File: config.mk
export PLATFORM = sky130hd
export DESIGN_NAME = uart_tx_cfg
export DESIGN_NICKNAME = d
export VERILOG_FILES = /design/src/rtl/uart_pkg.sv /design/src/rtl/uart_tx_fifo.sv /design/src/rtl/uart_tx_cfg.sv
export SDC_FILE = /design/constraint.sdc
export NUM_CORES = 1
export LEC_CHECK = 0
export ABC_AREA = 1
export BUFFER_PORTS_ARGS = -buffer_cell sky130_fd_sc_hd__buf_4
export CAP_MARGIN = 20
export CORE_MARGIN = 3
export CORE_UTILIZATION = 25
export CTS_CLUSTER_DIAMETER = 60
export DETAILED_ROUTE_END_ITERATION = 8
export PLACE_DENSITY = 0.48
export SYNTH_ARGS = -nofsm -noshare
export SYNTH_HDL_FRONTEND = slang
export SYNTH_SLANG_ARGS = --single-unit
export TNS_END_PERCENT = 50
File: constraint.sdc
create_clock -name CLK -period 2.6 [get_ports CLK]
set_input_delay 0.52 -clock CLK [delete_from_list [all_inputs] [get_ports CLK]]
set_output_delay 0.52 -clock CLK [all_outputs]
set_load 0.02 [all_outputs]
File: src/rtl/uart_pkg.sv
// Shared definitions for the configurable UART transmitter:
// FSM state encoding, parity-mode constants and the bit-timer helper.
package uart_pkg;

  // S_BREAK is only reachable when UART_TX_BREAK_EN is defined.
  typedef enum logic [2:0] {
    S_IDLE   = 3'd0,
    S_START  = 3'd1,
    S_DATA   = 3'd2,
    S_PARITY = 3'd3,
    S_STOP   = 3'd4,
    S_BREAK  = 3'd5
  } tx_state_e;

  localparam int PAR_NONE = 0;
  localparam int PAR_ODD  = 1;
  localparam int PAR_EVEN = 2;

  // Last value of the bit timer: round(clk_freq / baud) - 1.
  function automatic int bit_tmr_max(input longint clk_freq, input longint baud);
    return int'((clk_freq + baud / 2) / baud - 1);
  endfunction

endpackage

File: src/rtl/uart_tx_fifo.sv
// Synchronous FIFO feeding the UART transmitter.
// A push is ignored when full (even if a pop happens in the same cycle);
// a pop is ignored when empty. full_o is registered.
module uart_tx_fifo #(
  parameter int WIDTH = 8,
  parameter int DEPTH = 4
) (
  input  logic                   clk_i,
  input  logic                   rst_i,
  input  logic                   push_i,
  input  logic [WIDTH-1:0]       wdata_i,
  input  logic                   pop_i,
  output logic [WIDTH-1:0]       rdata_o,
  output logic                   full_o,
  output logic                   empty_o,
  output logic [$clog2(DEPTH):0] level_o
);

  localparam int AW = $clog2(DEPTH);
  localparam int LW = AW + 1;

  logic [WIDTH-1:0] mem_q [DEPTH];
  logic [AW-1:0]    wr_ptr_q, wr_ptr_d;
  logic [AW-1:0]    rd_ptr_q, rd_ptr_d;
  logic [LW-1:0]    level_q, level_d;
  logic             full_q, full_d;
  logic             do_push, do_pop;

  // Qualify requests and compute next pointers, occupancy and full flag.
  always_comb begin
    do_push  = push_i && !full_q;
    do_pop   = pop_i && (level_q != '0);
    wr_ptr_d = do_push ? wr_ptr_q + AW'(1) : wr_ptr_q;
    rd_ptr_d = do_pop  ? rd_ptr_q + AW'(1) : rd_ptr_q;
    level_d  = level_q + LW'(do_push) - LW'(do_pop);
    full_d   = (level_d == LW'(DEPTH));
  end

  // Pointer, occupancy and full-flag registers; reset flushes the FIFO.
  always_ff @(posedge clk_i) begin
    if (rst_i) begin
      wr_ptr_q <= '0;
      rd_ptr_q <= '0;
      level_q  <= '0;
      full_q   <= 1'b0;
    end else begin
      wr_ptr_q <= wr_ptr_d;
      rd_ptr_q <= rd_ptr_d;
      level_q  <= level_d;
      full_q   <= full_d;
    end
  end

  // Storage array; contents need no reset because the pointers define validity.
  always_ff @(posedge clk_i) begin
    if (do_push) mem_q[wr_ptr_q] <= wdata_i;
  end

  assign rdata_o = mem_q[rd_ptr_q];
  assign full_o  = full_q;
  assign empty_o = (level_q == '0);
  assign level_o = level_q;

endmodule

File: src/rtl/uart_tx_cfg.sv
// Configurable UART transmitter with input FIFO.
// Frame: start, DATA_BITS data (LSB first), optional parity, STOP_BITS stops.
// Optional feature macro UART_TX_BREAK_EN adds the BREAK input, which holds
// the line low between frames while it is asserted.
//
// Write handshake: a byte is accepted on a rising CLK edge where SEND and
// READY are both high; SEND while READY is low drops the byte and raises
// OVERRUN for exactly one cycle.
module uart_tx_cfg
  import uart_pkg::*;
#(
  parameter int CLK_FREQ   = 100_000_000,
  parameter int BAUD       = 9600,
  parameter int DATA_BITS  = 8,
  parameter int PARITY     = 0,
  parameter int STOP_BITS  = 1,
  parameter int FIFO_DEPTH = 4
) (
  input  logic                        CLK,
  input  logic                        RST,
  input  logic                        SEND,
  input  logic [DATA_BITS-1:0]        DATA,
`ifdef UART_TX_BREAK_EN
  input  logic                        BREAK,
`endif
  output logic                        READY,
  output logic                        BUSY,
  output logic                        OVERRUN,
  output logic [$clog2(FIFO_DEPTH):0] LEVEL,
  output logic                        TX
);

  localparam int BIT_TMR_MAX = bit_tmr_max(CLK_FREQ, BAUD);
  localparam int TW = (BIT_TMR_MAX > 0) ? $clog2(BIT_TMR_MAX + 1) : 1;
  localparam int BW = 4;

  tx_state_e            state_q, state_d;
  logic [TW-1:0]        tmr_q, tmr_d;
  logic [BW-1:0]        bit_q, bit_d;
  logic [DATA_BITS-1:0] sh_q, sh_d;
  logic                 par_q, par_d;
  logic                 tx_q, tx_d;
  logic                 overrun_q, overrun_d;

  logic                 bit_end;
  logic                 pop;
  logic                 push;
  logic                 brk;
  logic [DATA_BITS-1:0] fifo_rdata;
  logic                 fifo_full;
  logic                 fifo_empty;

`ifdef UART_TX_BREAK_EN
  assign brk = BREAK;
`else
  assign brk = 1'b0;
`endif

  assign push = SEND && !fifo_full;

  uart_tx_fifo #(
    .WIDTH (DATA_BITS),
    .DEPTH (FIFO_DEPTH)
  ) u_fifo (
    .clk_i   (CLK),
    .rst_i   (RST),
    .push_i  (push),
    .wdata_i (DATA),
    .pop_i   (pop),
    .rdata_o (fifo_rdata),
    .full_o  (fifo_full),
    .empty_o (fifo_empty),
    .level_o (LEVEL)
  );

  // Next-state, bit timer, shifter and the line value for the next cycle.
  always_comb begin
    state_d   = state_q;
    tmr_d     = tmr_q;
    bit_d     = bit_q;
    sh_d      = sh_q;
    par_d     = par_q;
    pop       = 1'b0;
    overrun_d = SEND && fifo_full;
    bit_end   = (tmr_q == TW'(BIT_TMR_MAX));

    // Timer runs only inside a frame; every transition happens on bit_end,
    // so the wrap to 0 doubles as the restart on state entry.
    if (state_q != S_IDLE && state_q != S_BREAK) begin
      tmr_d = bit_end ? '0 : tmr_q + TW'(1);
    end

    case (state_q)
      S_IDLE: begin
        if (brk) begin
          state_d = S_BREAK;
        end else if (!fifo_empty) begin
          pop     = 1'b1;
          state_d = S_START;
        end
      end
      S_START: begin
        if (bit_end) begin
          state_d = S_DATA;
          bit_d   = '0;
        end
      end
      S_DATA: begin
        if (bit_end) begin
          if (bit_q == BW'(DATA_BITS - 1)) begin
            bit_d   = '0;
            state_d = (PARITY != PAR_NONE) ? S_PARITY : S_STOP;
          end else begin
            bit_d = bit_q + BW'(1);
            sh_d  = sh_q >> 1;
          end
        end
      end
      S_PARITY: begin
        if (bit_end) begin
          state_d = S_STOP;
          bit_d   = '0;
        end
      end
      S_STOP: begin
        if (bit_end) begin
          if (bit_q == BW'(STOP_BITS - 1)) begin
            bit_d = '0;
            if (brk) begin
              state_d = S_BREAK;
            end else if (!fifo_empty) begin
              // Back-to-back: next start bit follows the last stop bit directly.
              pop     = 1'b1;
              state_d = S_START;
            end else begin
              state_d = S_IDLE;
            end
          end else begin
            bit_d = bit_q + BW'(1);
          end
        end
      end
      S_BREAK: begin
        if (!brk) state_d = S_IDLE;
      end
      default: begin
        state_d = S_IDLE;
      end
    endcase

    if (pop) begin
      sh_d  = fifo_rdata;
      par_d = (PARITY == PAR_ODD) ? ~^fifo_rdata : ^fifo_rdata;
    end

    // TX is registered, so it is derived from where the FSM is going.
    case (state_d)
      S_START:  tx_d = 1'b0;
      S_DATA:   tx_d = sh_d[0];
      S_PARITY: tx_d = par_d;
      S_BREAK:  tx_d = 1'b0;
      default:  tx_d = 1'b1;
    endcase
  end

  // FSM, timer, shifter and output registers; reset aborts any frame.
  always_ff @(posedge CLK) begin
    if (RST) begin
      state_q   <= S_IDLE;
      tmr_q     <= '0;
      bit_q     <= '0;
      sh_q      <= '0;
      par_q     <= 1'b0;
      tx_q      <= 1'b1;
      overrun_q <= 1'b0;
    end else begin
      state_q   <= state_d;
      tmr_q     <= tmr_d;
      bit_q     <= bit_d;
      sh_q      <= sh_d;
      par_q     <= par_d;
      tx_q      <= tx_d;
      overrun_q <= overrun_d;
    end
  end

  assign TX      = tx_q;
  assign READY   = !fifo_full;
  assign OVERRUN = overrun_q;
  assign BUSY    = ((state_q != S_IDLE) && (state_q != S_BREAK)) || !fifo_empty;

endmodule

==> impl_metrics.yaml <==
route:
  wl_per_cell_um: 11.1
  dr.pass1.iters: 4
  vias_per_cell: 4.24
  wl_met1_mm: 3.54
  first_iter_violations: 114
  vias: 2834
  drc_errors: 0
  wl_met2_mm: 3.45
  wl_met3_um: 328
  ant_nets: 0
  drt-total-wl_mm: 7.41
  routed.top_layer: "met4"
logic_synthesis:
  synth_cell_type_count: 38
  synth_async_sr_flop_share: 0
  netlist_area_mm2: 0.00366
  synth.ff_latch_count: 74
  yosysTopAreaCell: "edfxtp_1"
  synth-seq-area-share: 0.492
  syn_nets: 472
  synthCells: 450
  synthTopCellsByArea: "edfxtp_1 26%, dfxtp_1 23%, nand2_1 15%"
  ys_warn_count: 0
  synthFlopType: "dfxtp_1"
  synth_top_area_share: 0.262
  avgSynthCellArea_um2: 8.14
  synth-edff-count: 32
pwr:
  power.static_leakage_nw: 1.87
  intPower_mw: 2.60
  p_switching_mw: 1.55
  ir_worst_vdd_v: 0.000331
  pwr-share-seq: 0.359
  swShare: 0.374
  power_frac_clock: 0.269
  p_per_area_mw_per_mm2: 957
  power_frac_comb: 0.372
critical_path:
  critPathKind: "reg -> reg"
  crit_path_max_incr_delay_ps: 350
  critPathCapture: "u_fifo.full_o"
  r2r-start: "tmr_q[1]"
  crit_start: "tmr_q[1]"
  cpMaxStageDelayCell: "dfxtp_1"
  critPathCaptureType: "flip-flop"
  critPathArrivalTime_ps: 2690
  crit_required_ps: 2860
  path_max_fanout: 3
  cp_cell_sequence: "inv_1, ha_1, nand2_1, nor2_2, nand2_4, o21ai_4, nand2_4, clkinv_8, ha_1, inv_1, ha_1, fa_2, xnor2_1, xor2_1, nand2_1, nor3_2"
  rrSetupSlack_ps: 170
  crit_path_start_kind: "flip-flop"
  cp_common_cell: "ha_1"
  reg2reg_to: "u_fifo.full_o"
  ff2ff_path_depth: 16
clocking:
  cts_root_buf: "clkbuf_16"
  cts_sinks: 74
  cts_max_level: 3
  insertion_delay_ps: 330
  cts_made_buffers: 9
  postCtsHoldBufs: 0
  path_clk_slew_ps: 60
  cts_tree: "built"
  clk_path_buf_depth: 2
timing:
  skew_ps: 6.56
  worst_pin_slew_ps: 408
  fin_crit_sh: 0.934
  final.setup.tns_ps: 0
  period_minus_slack_ps: 2430
  maxSlewViolCount: 0
  holdWs_ps: 384
  report.final.hold_viol_count: 0
  rsz0062_at_grt: "false"
  clock.fmax_mhz: 412
  max_slew_margin: 0.726
  finalSetupViolations: 0
grt:
  grt_pass1_vias: 2850
  grt_usage: 0.100
  grt_pass1_wl_mm: 13.1
  grt_max_degree: 18
  grt_remaining_overflow: 0
  antenna_found_initial: 0
cells_and_area:
  fill_cells: 1500
  final_cell_mix: "144 x nand2_1, 49 x inv_1, 40 x dfxtp_1"
  insertedDiodeCount: 0
  layout-drive-gt1-share: 0.176
  nets: 506
  fin_cells: 669
  layout_commonest_cell: "nand2_1"
  area_growth_pct: 18.6
placement:
  routabilityCongestion: 0.802
  io_buffers: 17
  dp.cells: 652
  post-dp-hpwl_mm: 5.43
floorplan:
  num_io_pins: 18
  core.rowCount: 43
  dieArea_mm2: 0.0161
  die_h_um: 127
  die_x_um: 127
  start_util: 0.260
  core-area_mm2: 0.0141
status:
  status: "completed"
flow_run:
  drv_cap: 0
hold_path:
  hold_path.class: "in -> reg"
  whs_path_depth: 1
==> worst min-delay path by stage <==
stage	from	endpoint	slack, ps
finish	DATA[7]	u_fifo.mem_q[2][7]	380
detailed placement	u_fifo.rd_ptr_q[1]	flip-flop	460
CTS	DATA[2]	u_fifo.mem_q[0][2]	370
global placement	u_fifo.rd_ptr_q[1]	u_fifo.rd_ptr_q[1]	450
floorplan	u_fifo.rd_ptr_q[1]	flip-flop	430
global route	DATA[2]	u_fifo.mem_q[0][2]	370
==> cells by family after synthesis <==
family,count (synthesis),synth area share
simple gates,247,0.303
flops,74,0.492
buf+inv,65,0.0772
compound gates,50,0.0810
fa+ha+maj,11,0.0396
xor+xnor,3,0.00718
==> timing repair <==
action	in CTS	in global routing
setup buffers	0	1
gates resized for setup	0	5
endpoints found under the setup margin	0	2
==> flip-flops by register name (all words and copies together), names as in the netlist, 2 cells and up, named ones only <==
register / cells
bit_q: 4
sh_q: 8
state_q: 3
tmr_q: 14
u_fifo.level_o: 3
u_fifo.mem_q: 32
u_fifo.rd_ptr_q: 2
u_fifo.wr_ptr_q: 2
==> cell type report <==
cell class                 count  area [µm²]  share of cell area
timing repair buffer          30         225              0.0518
tap                          180         225              0.0518
clock inverter                 7        45.0              0.0104
sequential                    74        1800               0.415
clock buffer                   9         225              0.0518
multi-input combinational    311        1590               0.365
inverter                      58         234              0.0539
==> power groups by stage <==
stage | Combinational (mW) | Sequential (mW) | Clock (mW)
after global routing | 1.80 | 1.51 | 1.21
after CTS | 1.55 | 1.49 | 1.16
final | 1.55 | 1.49 | 1.12
after floorplan | 1.14 | 1.51 | 0
after global placement | 1.52 | 1.52 | 0
after detailed placement | 1.54 | 1.52 | 0
==> layer usage <==
metal	up-vias	global-route usage
met4	0	0.0391
li1	1503	-
met2	49	0.168
met1	1273	0.122
met5	-	0
met3	9	0.0297
==> worst max-delay path: cells and delay by family, from the launching register on <==
kind	cells	cell delay (ps)
buf+inv	3	140
fa+ha+maj	4	970
compound gates	1	80
flops	1	350
simple gates	6	490
xor+xnor	2	330
==> synthesized netlist by cell type (3+ instances only) <==
master and count:
edfxtp_1 32, buf_2 3, nand2_2 6, a211oi_1 3, nand2_1 144, dfxtp_1 42
inv_1 50, nor2_2 5, o21ai_0 17, nand3_1 33, a21oi_1 22, nor3_1 7
ha_1 10, nand3_2 3, nor2_4 5, inv_2 5, nor2_1 36
==> stage by stage <==
stage	util	area [µm²]	setup WS, ps	power, mW
2_1_floorplan	-	3660	84.8	2.65
3_3_place_gp	0.288	4060	122	3.04
3_5_place_dp	0.288	4060	64.1	3.05
4_1_cts	0.307	4330	30.0	4.20
5_1_grt	0.308	4340	10.5	4.52
6_report	0.308	4340	171	4.16
(Power assumes the default switching activity.)
